$ cat src/rtl/spi_arb_pkg.sv
// spi_arb_pkg
// Shared types for the SPI master arbiter: the FSM state encoding, the
// requester id used to steer grants and done pulses, and the command width.
// No ports; imported by spi_arb_if and spi_arb.
package spi_arb_pkg;

   localparam int CMD_W = 16;

   typedef enum logic [1:0] {
      IDLE = 2'd0,
      XFER = 2'd1,
      GAP  = 2'd2
   } state_t;

   typedef enum logic {
      REQ_IMU = 1'b0,
      REQ_AUX = 1'b1
   } req_id_t;

endpackage

$ cat src/rtl/spi_arb_if.sv
// spi_arb_if
// Bundles the two requester handshakes and the SPI master hookup that the
// arbiter sits between.
//   master modport : the arbiter's view (takes requests and master results,
//                    drives grants, done/err pulses, wrt/cmd and busy)
//   slave modport  : the surrounding logic's view (requesters + SPI master)
// Signals:
//   req0/cmd0, req1/cmd1   requests and command words
//   gnt0/gnt1, done0/done1 ownership and completion pulses
//   err, rd_data           timeout flag and response word
//   wrt, cmd               start pulse and command to the SPI master
//   mst_done, mst_rd_data  SPI master completion and received word
//   busy                   arbiter not idle
interface spi_arb_if;
   import spi_arb_pkg::*;

   logic             req0;
   logic [CMD_W-1:0] cmd0;
   logic             req1;
   logic [CMD_W-1:0] cmd1;
   logic             gnt0;
   logic             gnt1;
   logic             done0;
   logic             done1;
   logic             err;
   logic [CMD_W-1:0] rd_data;
   logic             wrt;
   logic [CMD_W-1:0] cmd;
   logic             mst_done;
   logic [CMD_W-1:0] mst_rd_data;
   logic             busy;

   modport master (
      input  req0, cmd0, req1, cmd1, mst_done, mst_rd_data,
      output gnt0, gnt1, done0, done1, err, rd_data, wrt, cmd, busy
   );

   modport slave (
      output req0, cmd0, req1, cmd1, mst_done, mst_rd_data,
      input  gnt0, gnt1, done0, done1, err, rd_data, wrt, cmd, busy
   );

endinterface

$ cat src/rtl/spi_arb.sv
// spi_arb
// Shares the single 16-bit SPI master between the IMU sequencer (req0) and
// the auxiliary config/diagnostic port (req1). One transaction at a time,
// a fixed idle gap after each one (keeps SS_n high long enough), and a
// timeout that aborts a transfer the master never finishes.
// Ports:
//   clk    system clock
//   rst_n  synchronous active-low reset (shared with the SPI master)
//   bus    spi_arb_if.master: requests, grants, done/err, wrt/cmd to the
//          master, master completion/data, busy
// Parameters:
//   GAP_CYC     idle clocks after every transaction (1..255)
//   TIMEOUT     clocks allowed in XFER before abort
//   MAX_STARVE  req0 grants tolerated while req1 waits (STARVE_GUARD_EN only)
// Build option:
//   STARVE_GUARD_EN  when defined, req1 is forced through after MAX_STARVE
//                    consecutive req0 grants that it sat waiting for;
//                    otherwise req0 has strict priority.
module spi_arb
   import spi_arb_pkg::*;
#(
   parameter int GAP_CYC    = 4,
   parameter int TIMEOUT    = 1024
`ifdef STARVE_GUARD_EN
   ,
   parameter int MAX_STARVE = 8
`endif
) (
   input  logic      clk,
   input  logic      rst_n,
   spi_arb_if.master bus
);

   localparam int TW = (TIMEOUT > 1) ? $clog2(TIMEOUT) : 1;
   localparam int GW = (GAP_CYC > 1) ? $clog2(GAP_CYC) : 1;
   localparam logic [TW-1:0] TO_LAST  = TW'(TIMEOUT - 1);
   // The gap counter counts GAP_CYC-1 down to 0 so GAP lasts exactly GAP_CYC
   // clocks, giving done -> next wrt of GAP_CYC+1 clocks.
   localparam logic [GW-1:0] GAP_LOAD = GW'(GAP_CYC - 1);

   state_t           state;
   state_t           state_next;
   req_id_t          owner;
   req_id_t          grant_id;
   logic             grant;
   logic             finish;
   logic             timed_out;
   logic             pick_aux;
   logic [TW-1:0]    to_cnt;
   logic [GW-1:0]    gap_cnt;
   logic [CMD_W-1:0] cmd_q;
   logic [CMD_W-1:0] rd_data_q;
   logic             wrt_q;
   logic             done0_q;
   logic             done1_q;
   logic             err_q;

`ifdef STARVE_GUARD_EN
   localparam int SW = $clog2(MAX_STARVE + 1);
   localparam logic [SW-1:0] STARVE_LIM = SW'(MAX_STARVE);

   logic [SW-1:0] starve_cnt;

   // Once req0 has won STARVE_LIM times in a row over a waiting req1, the
   // next arbitration goes to req1 regardless of req0.
   assign pick_aux = bus.req1 && (!bus.req0 || (starve_cnt == STARVE_LIM));

   // Count req0 wins that happened while req1 was waiting. Any req1 win, or
   // an arbitration where req1 was not asking, starts the count over.
   always_ff @(posedge clk) begin
      if (!rst_n) begin
         starve_cnt <= '0;
      end else if (grant) begin
         if ((grant_id == REQ_AUX) || !bus.req1) begin
            starve_cnt <= '0;
         end else if (starve_cnt != STARVE_LIM) begin
            starve_cnt <= starve_cnt + 1'b1;
         end
      end
   end
`else
   // Strict priority: req1 only wins when req0 is not asking.
   assign pick_aux = bus.req1 && !bus.req0;
`endif

   // State register for the IDLE -> XFER -> GAP -> IDLE loop.
   always_ff @(posedge clk) begin
      if (!rst_n) begin
         state <= IDLE;
      end else begin
         state <= state_next;
      end
   end

   // Next-state decode. In IDLE any request produces a grant; in XFER the
   // master's done takes precedence over the timeout when both land in the
   // same clock; GAP just waits out its counter.
   always_comb begin
      state_next = state;
      grant      = 1'b0;
      grant_id   = REQ_IMU;
      finish     = 1'b0;
      timed_out  = 1'b0;
      case (state)
         IDLE: begin
            if (bus.req0 || bus.req1) begin
               grant      = 1'b1;
               grant_id   = pick_aux ? REQ_AUX : REQ_IMU;
               state_next = XFER;
            end
         end
         XFER: begin
            if (bus.mst_done) begin
               finish     = 1'b1;
               state_next = GAP;
            end else if (to_cnt == TO_LAST) begin
               finish     = 1'b1;
               timed_out  = 1'b1;
               state_next = GAP;
            end
         end
         GAP: begin
            if (gap_cnt == '0) begin
               state_next = IDLE;
            end
         end
         default: begin
            state_next = IDLE;
         end
      endcase
   end

   // Datapath: latch the winner and its command on a grant, pulse wrt the
   // following clock, run the timeout counter through XFER, capture the
   // response (or zero on timeout) with the done pulse, then run the gap.
   always_ff @(posedge clk) begin
      if (!rst_n) begin
         owner     <= REQ_IMU;
         cmd_q     <= '0;
         rd_data_q <= '0;
         wrt_q     <= 1'b0;
         done0_q   <= 1'b0;
         done1_q   <= 1'b0;
         err_q     <= 1'b0;
         to_cnt    <= '0;
         gap_cnt   <= '0;
      end else begin
         wrt_q   <= grant;
         done0_q <= finish && (owner == REQ_IMU);
         done1_q <= finish && (owner == REQ_AUX);
         err_q   <= timed_out;

         if (grant) begin
            owner  <= grant_id;
            cmd_q  <= (grant_id == REQ_AUX) ? bus.cmd1 : bus.cmd0;
            to_cnt <= '0;
         end else if (state == XFER) begin
            to_cnt <= to_cnt + 1'b1;
         end

         if (finish) begin
            rd_data_q <= timed_out ? '0 : bus.mst_rd_data;
            gap_cnt   <= GAP_LOAD;
         end else if ((state == GAP) && (gap_cnt != '0)) begin
            gap_cnt <= gap_cnt - 1'b1;
         end
      end
   end

   // Grants follow the state directly so they fall in the done-pulse clock,
   // when the state has already moved on to GAP.
   assign bus.gnt0    = (state == XFER) && (owner == REQ_IMU);
   assign bus.gnt1    = (state == XFER) && (owner == REQ_AUX);
   assign bus.done0   = done0_q;
   assign bus.done1   = done1_q;
   assign bus.err     = err_q;
   assign bus.rd_data = rd_data_q;
   assign bus.wrt     = wrt_q;
   assign bus.cmd     = cmd_q;
   assign bus.busy    = (state != IDLE);

endmodule
$ cat src/flat_wrapper.sv
// flat-port wrapper written by rule: the top's interface ports become plain ports
module spi_arb_flat import spi_arb_pkg::*;
#(
   parameter int GAP_CYC    = 4,
   parameter int TIMEOUT    = 1024

)
  (clk, rst_n, bus_req0, bus_cmd0, bus_req1, bus_cmd1, bus_mst_done, bus_mst_rd_data, bus_gnt0, bus_gnt1, bus_done0, bus_done1, bus_err, bus_rd_data, bus_wrt, bus_cmd, bus_busy);
  spi_arb_if bus_i ();
  input  logic clk;
  input  logic rst_n;
  input wire logic [$bits(bus_i.req0)-1:0] bus_req0;
  input wire logic [$bits(bus_i.cmd0)-1:0] bus_cmd0;
  input wire logic [$bits(bus_i.req1)-1:0] bus_req1;
  input wire logic [$bits(bus_i.cmd1)-1:0] bus_cmd1;
  input wire logic [$bits(bus_i.mst_done)-1:0] bus_mst_done;
  input wire logic [$bits(bus_i.mst_rd_data)-1:0] bus_mst_rd_data;
  output wire logic [$bits(bus_i.gnt0)-1:0] bus_gnt0;
  output wire logic [$bits(bus_i.gnt1)-1:0] bus_gnt1;
  output wire logic [$bits(bus_i.done0)-1:0] bus_done0;
  output wire logic [$bits(bus_i.done1)-1:0] bus_done1;
  output wire logic [$bits(bus_i.err)-1:0] bus_err;
  output wire logic [$bits(bus_i.rd_data)-1:0] bus_rd_data;
  output wire logic [$bits(bus_i.wrt)-1:0] bus_wrt;
  output wire logic [$bits(bus_i.cmd)-1:0] bus_cmd;
  output wire logic [$bits(bus_i.busy)-1:0] bus_busy;
  assign bus_i.req0 = bus_req0;
  assign bus_i.cmd0 = bus_cmd0;
  assign bus_i.req1 = bus_req1;
  assign bus_i.cmd1 = bus_cmd1;
  assign bus_i.mst_done = bus_mst_done;
  assign bus_i.mst_rd_data = bus_mst_rd_data;
  assign bus_gnt0 = bus_i.gnt0;
  assign bus_gnt1 = bus_i.gnt1;
  assign bus_done0 = bus_i.done0;
  assign bus_done1 = bus_i.done1;
  assign bus_err = bus_i.err;
  assign bus_rd_data = bus_i.rd_data;
  assign bus_wrt = bus_i.wrt;
  assign bus_cmd = bus_i.cmd;
  assign bus_busy = bus_i.busy;
  spi_arb #(.GAP_CYC(GAP_CYC), .TIMEOUT(TIMEOUT)) u_core (.clk(clk), .rst_n(rst_n), .bus(bus_i));
endmodule
$ cat config.mk
export PLATFORM = sky130hd
export DESIGN_NAME = spi_arb_flat
export DESIGN_NICKNAME = d
export VERILOG_FILES = /design/src/rtl/spi_arb_pkg.sv /design/src/rtl/spi_arb_if.sv /design/src/rtl/spi_arb.sv /design/src/flat_wrapper.sv
export SDC_FILE = /design/constraint.sdc
export NUM_CORES = 1
export LEC_CHECK = 0
export ABC_CLOCK_PERIOD_IN_PS = 1600
export CORE_ASPECT_RATIO = 0.5
export CORE_UTILIZATION = 25
export CTS_BUF_LIST = sky130_fd_sc_hd__clkbuf_8
export DETAILED_ROUTE_END_ITERATION = 8
export GPL_TIMING_DRIVEN = 0
export REMOVE_ABC_BUFFERS = 1
export SYNTH_ARGS = -nofsm -noshare
export SYNTH_HDL_FRONTEND = slang
export SYNTH_SLANG_ARGS = --single-unit
$ cat constraint.sdc
create_clock -name clk -period 1.6 [get_ports clk]
set_clock_uncertainty 0.1 [all_clocks]
set_input_delay 0.24 -clock clk [delete_from_list [all_inputs] [get_ports clk]]
set_output_delay 0.24 -clock clk [all_outputs]
set_load 0.005 [all_outputs]
==> metrics.md <==
| Metric | Value |
|---|---|
| Synth Instances | 267 |
| Final Critical Period | 1680 ps |
| Violated checks | negative setup slack |
| Pwr Density | roughly 800 mW/mm2 |
| Number of flops mapped to enable cells by yosys | 0 |
| Top_reg_cell synth | dfxtp_1 |
| Final Hold Fails | 0 |
| Vert. Die Dim | 72.3 um |
| Routed WL | ~8300 um |
| Yosys cell types | 43 |
| Unrepaired setup endpoints after global routing | true |
| Die area | between 0.01 and 0.015 mm2 |
| Core Area | about 0.0095 mm2 |
| Min-delay worst type | reg2reg |
| Status | finished, violations left |
| TritonCTS buffer count | 5 |
| Worst skew pair latency | a little over 300 ps |
| FILL cells | 951 |
| Root Buffer | clkbuf_8 |
| Maximum root-to-sink buffer count | 2 |
| Final nets | 428 |
| CP max-delay cell | dfxtp_4 |
| Row cnt | 25 |
| Yosys top cell area share | 0.413 |
| Most frequent cells in the layout | clkdlybuf4s50_1 (86), dfxtp_1 (45), a21oi_1 (39), nand3_1 (19), buf_4 (19) |
| I/O pins | a little over 90 |
| DP HPWL | approximately 4800 um |
| Max-cap violations | 0 |
| TritonCTS clock tree | yes |
| Critical path class | reg2reg |
| Number of global-route vias before repair | ~2300 |
| PnR worst setup slack | -84.7 ps |
| Pleak | approximately 1.4 nW |
| Dpl cells | 470 |
| Crit-path cells | buf_6 > nor4b_4 > buf_6 > buf_12 > mux2i_4 > a211oi_2 |
| CP arrival | between 1500 and 2000 ps |
| Crit path launch type | register |
| Final Slew Violations | 0 |
| # clock sinks | 51 |
| Setup WS pre-CTS | -2000 ps |
| DRC | 0 |
| Most common cell after layout, fill and taps aside | clkdlybuf4s50_1 |
| Peak fanout along the critical path | 6 |
| Crit. End Element | register |
| Remaining Overflow, GRT | 0 |
| Finished Layout Cells | 508 |
| Hold Slack | between 300 and 400 ps |
| Syn Area/Cell | approximately 9.3 um2 |
| Number of synthesized register bits | 51 |
| Global-route wire length before repair | 13200 um |
| N_diodes | 0 |
| Per-cell routed wire length | about 16 um |
| Cell taking the most area after synthesis | dfxtp_1 |
| Highest clock rate | 594 MHz |
| Port Buf Inserts | 91 |
| Final Cell Area | between 0.004 and 0.005 mm2 |
| Crit path top cell by count | buf_6 |
| Critical Path Max Stage Delay | ~390 ps |
| Slew @ Worst Pin | 631 ps |
| Syn. warnings | 0 |
| # setup viols final | 20 |
| Layout cells sized above 1 | 0.247 |
| H-tree depth | 2 |
| DRT Pass-1 Iters | 4 |
| Worst-path clk slew | roughly 90 ps |
| Area grow syn2layout | 62.9% |
| Period utilisation layout | 1.05 |
| Register area share after synthesis | 0.413 |
| Initial Util | 0.260 |
| Top cells by area, synth | dfxtp_1 (41%), a21oi_1 (8.3%), mux2i_1 (7.3%) |
| Vias | 2492 |
| Largest net degree at the start of global routing | 27 |
| Critical path required time | about 1700 ps |
| Initial antenna violation count | 0 |
| Global placer's final weighted congestion | 0.708 |
| GRT Total Usage | 0.166 |
| Slew HR | 0.579 |
| Synth Cell Area | between 0.002 and 0.0025 mm2 |
| Die width | between 100 and 150 um |
| Synth async-reset ratio | 0 |
| Antenna Violating Nets Remaining | 0 |
| Vias per std cell | ~4.9 |
| Maximum vdd drop | between 300 and 400 uV |
| DR iter-0 viols | between 150 and 200 |
| Placed inst area | roughly 0.0035 mm2 |
## area by class of cell
cell class | count | area (um2) | area share
tap | 135 | 169 | 0.0419
multi-input combinational | 184 | 1500 | 0.372
timing repair inverter | 1 | 7.51 | 0.00186
sequential | 51 | 1040 | 0.257
clock inverter | 1 | 5.00 | 0.00124
clock buffer | 6 | 82.6 | 0.0205
inverter | 10 | 45.0 | 0.0112
timing repair buffer | 120 | 1190 | 0.295
## state kept, by name, summed over array words and instances (netlist names)
register	flops
u_core.bus.rd_data	16
u_core.owner	1
u_core.to_cnt	10
u_core.bus.done1	1
u_core.bus.wrt	1
u_core.bus.cmd	16
u_core.gap_cnt	2
u_core.bus.done0	1
u_core.bus.err	1
u_core.state	2
## layer usage
metal  vias to the layer above  track usage  share of wire
li1                       1234            -              -
met1                      1204        0.234           0.48
met2                        45        0.259           0.46
met3                         9       0.0330          0.045
met4                         0       0.0466          0.011
met5                         -            0              0
## critical path, delay by kind of cell, from the launching register on
kind,cells,cell delay [ps]
AOI/OAI and AO/OA,1,90
buffers and inverters,3,470
DFF,1,390
muxes,1,250
and+or+nand+nor,1,260
## repair_timing
action | in CTS | in global routing
endpoints found under the hold margin | 0 | 0
pin swaps | 18 | 11
gates resized for setup | 45 | 34
hold buffers | 0 | 0
setup buffers | 21 | 6
gates cloned | 4 | 0
setup endpoints to repair | 54 | 48
## cell usage after synthesis, drive strengths merged (3+ instances only)
library cell and number:
a211oi 16, nand3 19, nor2 7, clkbuf 15, or4 4, o31a 3
o22ai 16, buf 9, o31ai 5, nand2 5, dfxtp 51, inv 9
nor3 3, a21oi 41, and4b 16, mux2i 18, o21ai 5
## power breakdown
group | switching, mW | total (mW) | internal (mW) | leakage, nW
clock | 0.427 | 0.767 | 0.340 | 0.0470
combinational | 0.455 | 1.01 | 0.553 | 0.945
sequential | 0.0737 | 1.45 | 1.38 | 0.422
total | 0.955 | 3.23 | 2.27 | 1.41
## kinds of logic after synthesis
group                      after synthesis  share of synthesized area
AOI/OAI and AO/OA                       91                      0.242
and+or+nand+nor                         69                      0.191
DFF                                     51                      0.413
buffers and inverters                   34                     0.0633
muxes                                   18                     0.0729
xor gates and xnor gates                 2                    0.00709
adders and majority gates                2                     0.0101
## path summary, 6_finish.rpt
kind | start | to | slack [ps] | depth (start not counted)
setup / recovery | u_core.state[0] | u_core.bus.cmd[7] | -80 | 6
hold / removal | u_core.owner | u_core.bus.done0 | 350 | 1
setup reg to reg | u_core.state[0] | u_core.bus.cmd[7] | -80 | 6
hold reg to reg | u_core.owner | u_core.bus.done0 | 350 | 1
## metrics by stage
| step | util | total power [mW] | setup TNS, ps |
|---|---|---|---|
| floorplan | - | 1.83 | -20930 |
| global placement | 0.361 | 2.28 | -74220 |
| detailed placement | 0.363 | 2.29 | -74720 |
| CTS | 0.409 | 3.20 | -1530 |
| global route | 0.424 | 3.38 | -1910 |
| finish | 0.424 | 3.23 | -750 |
No activity file was read; power rests on OpenSTA's default activity.
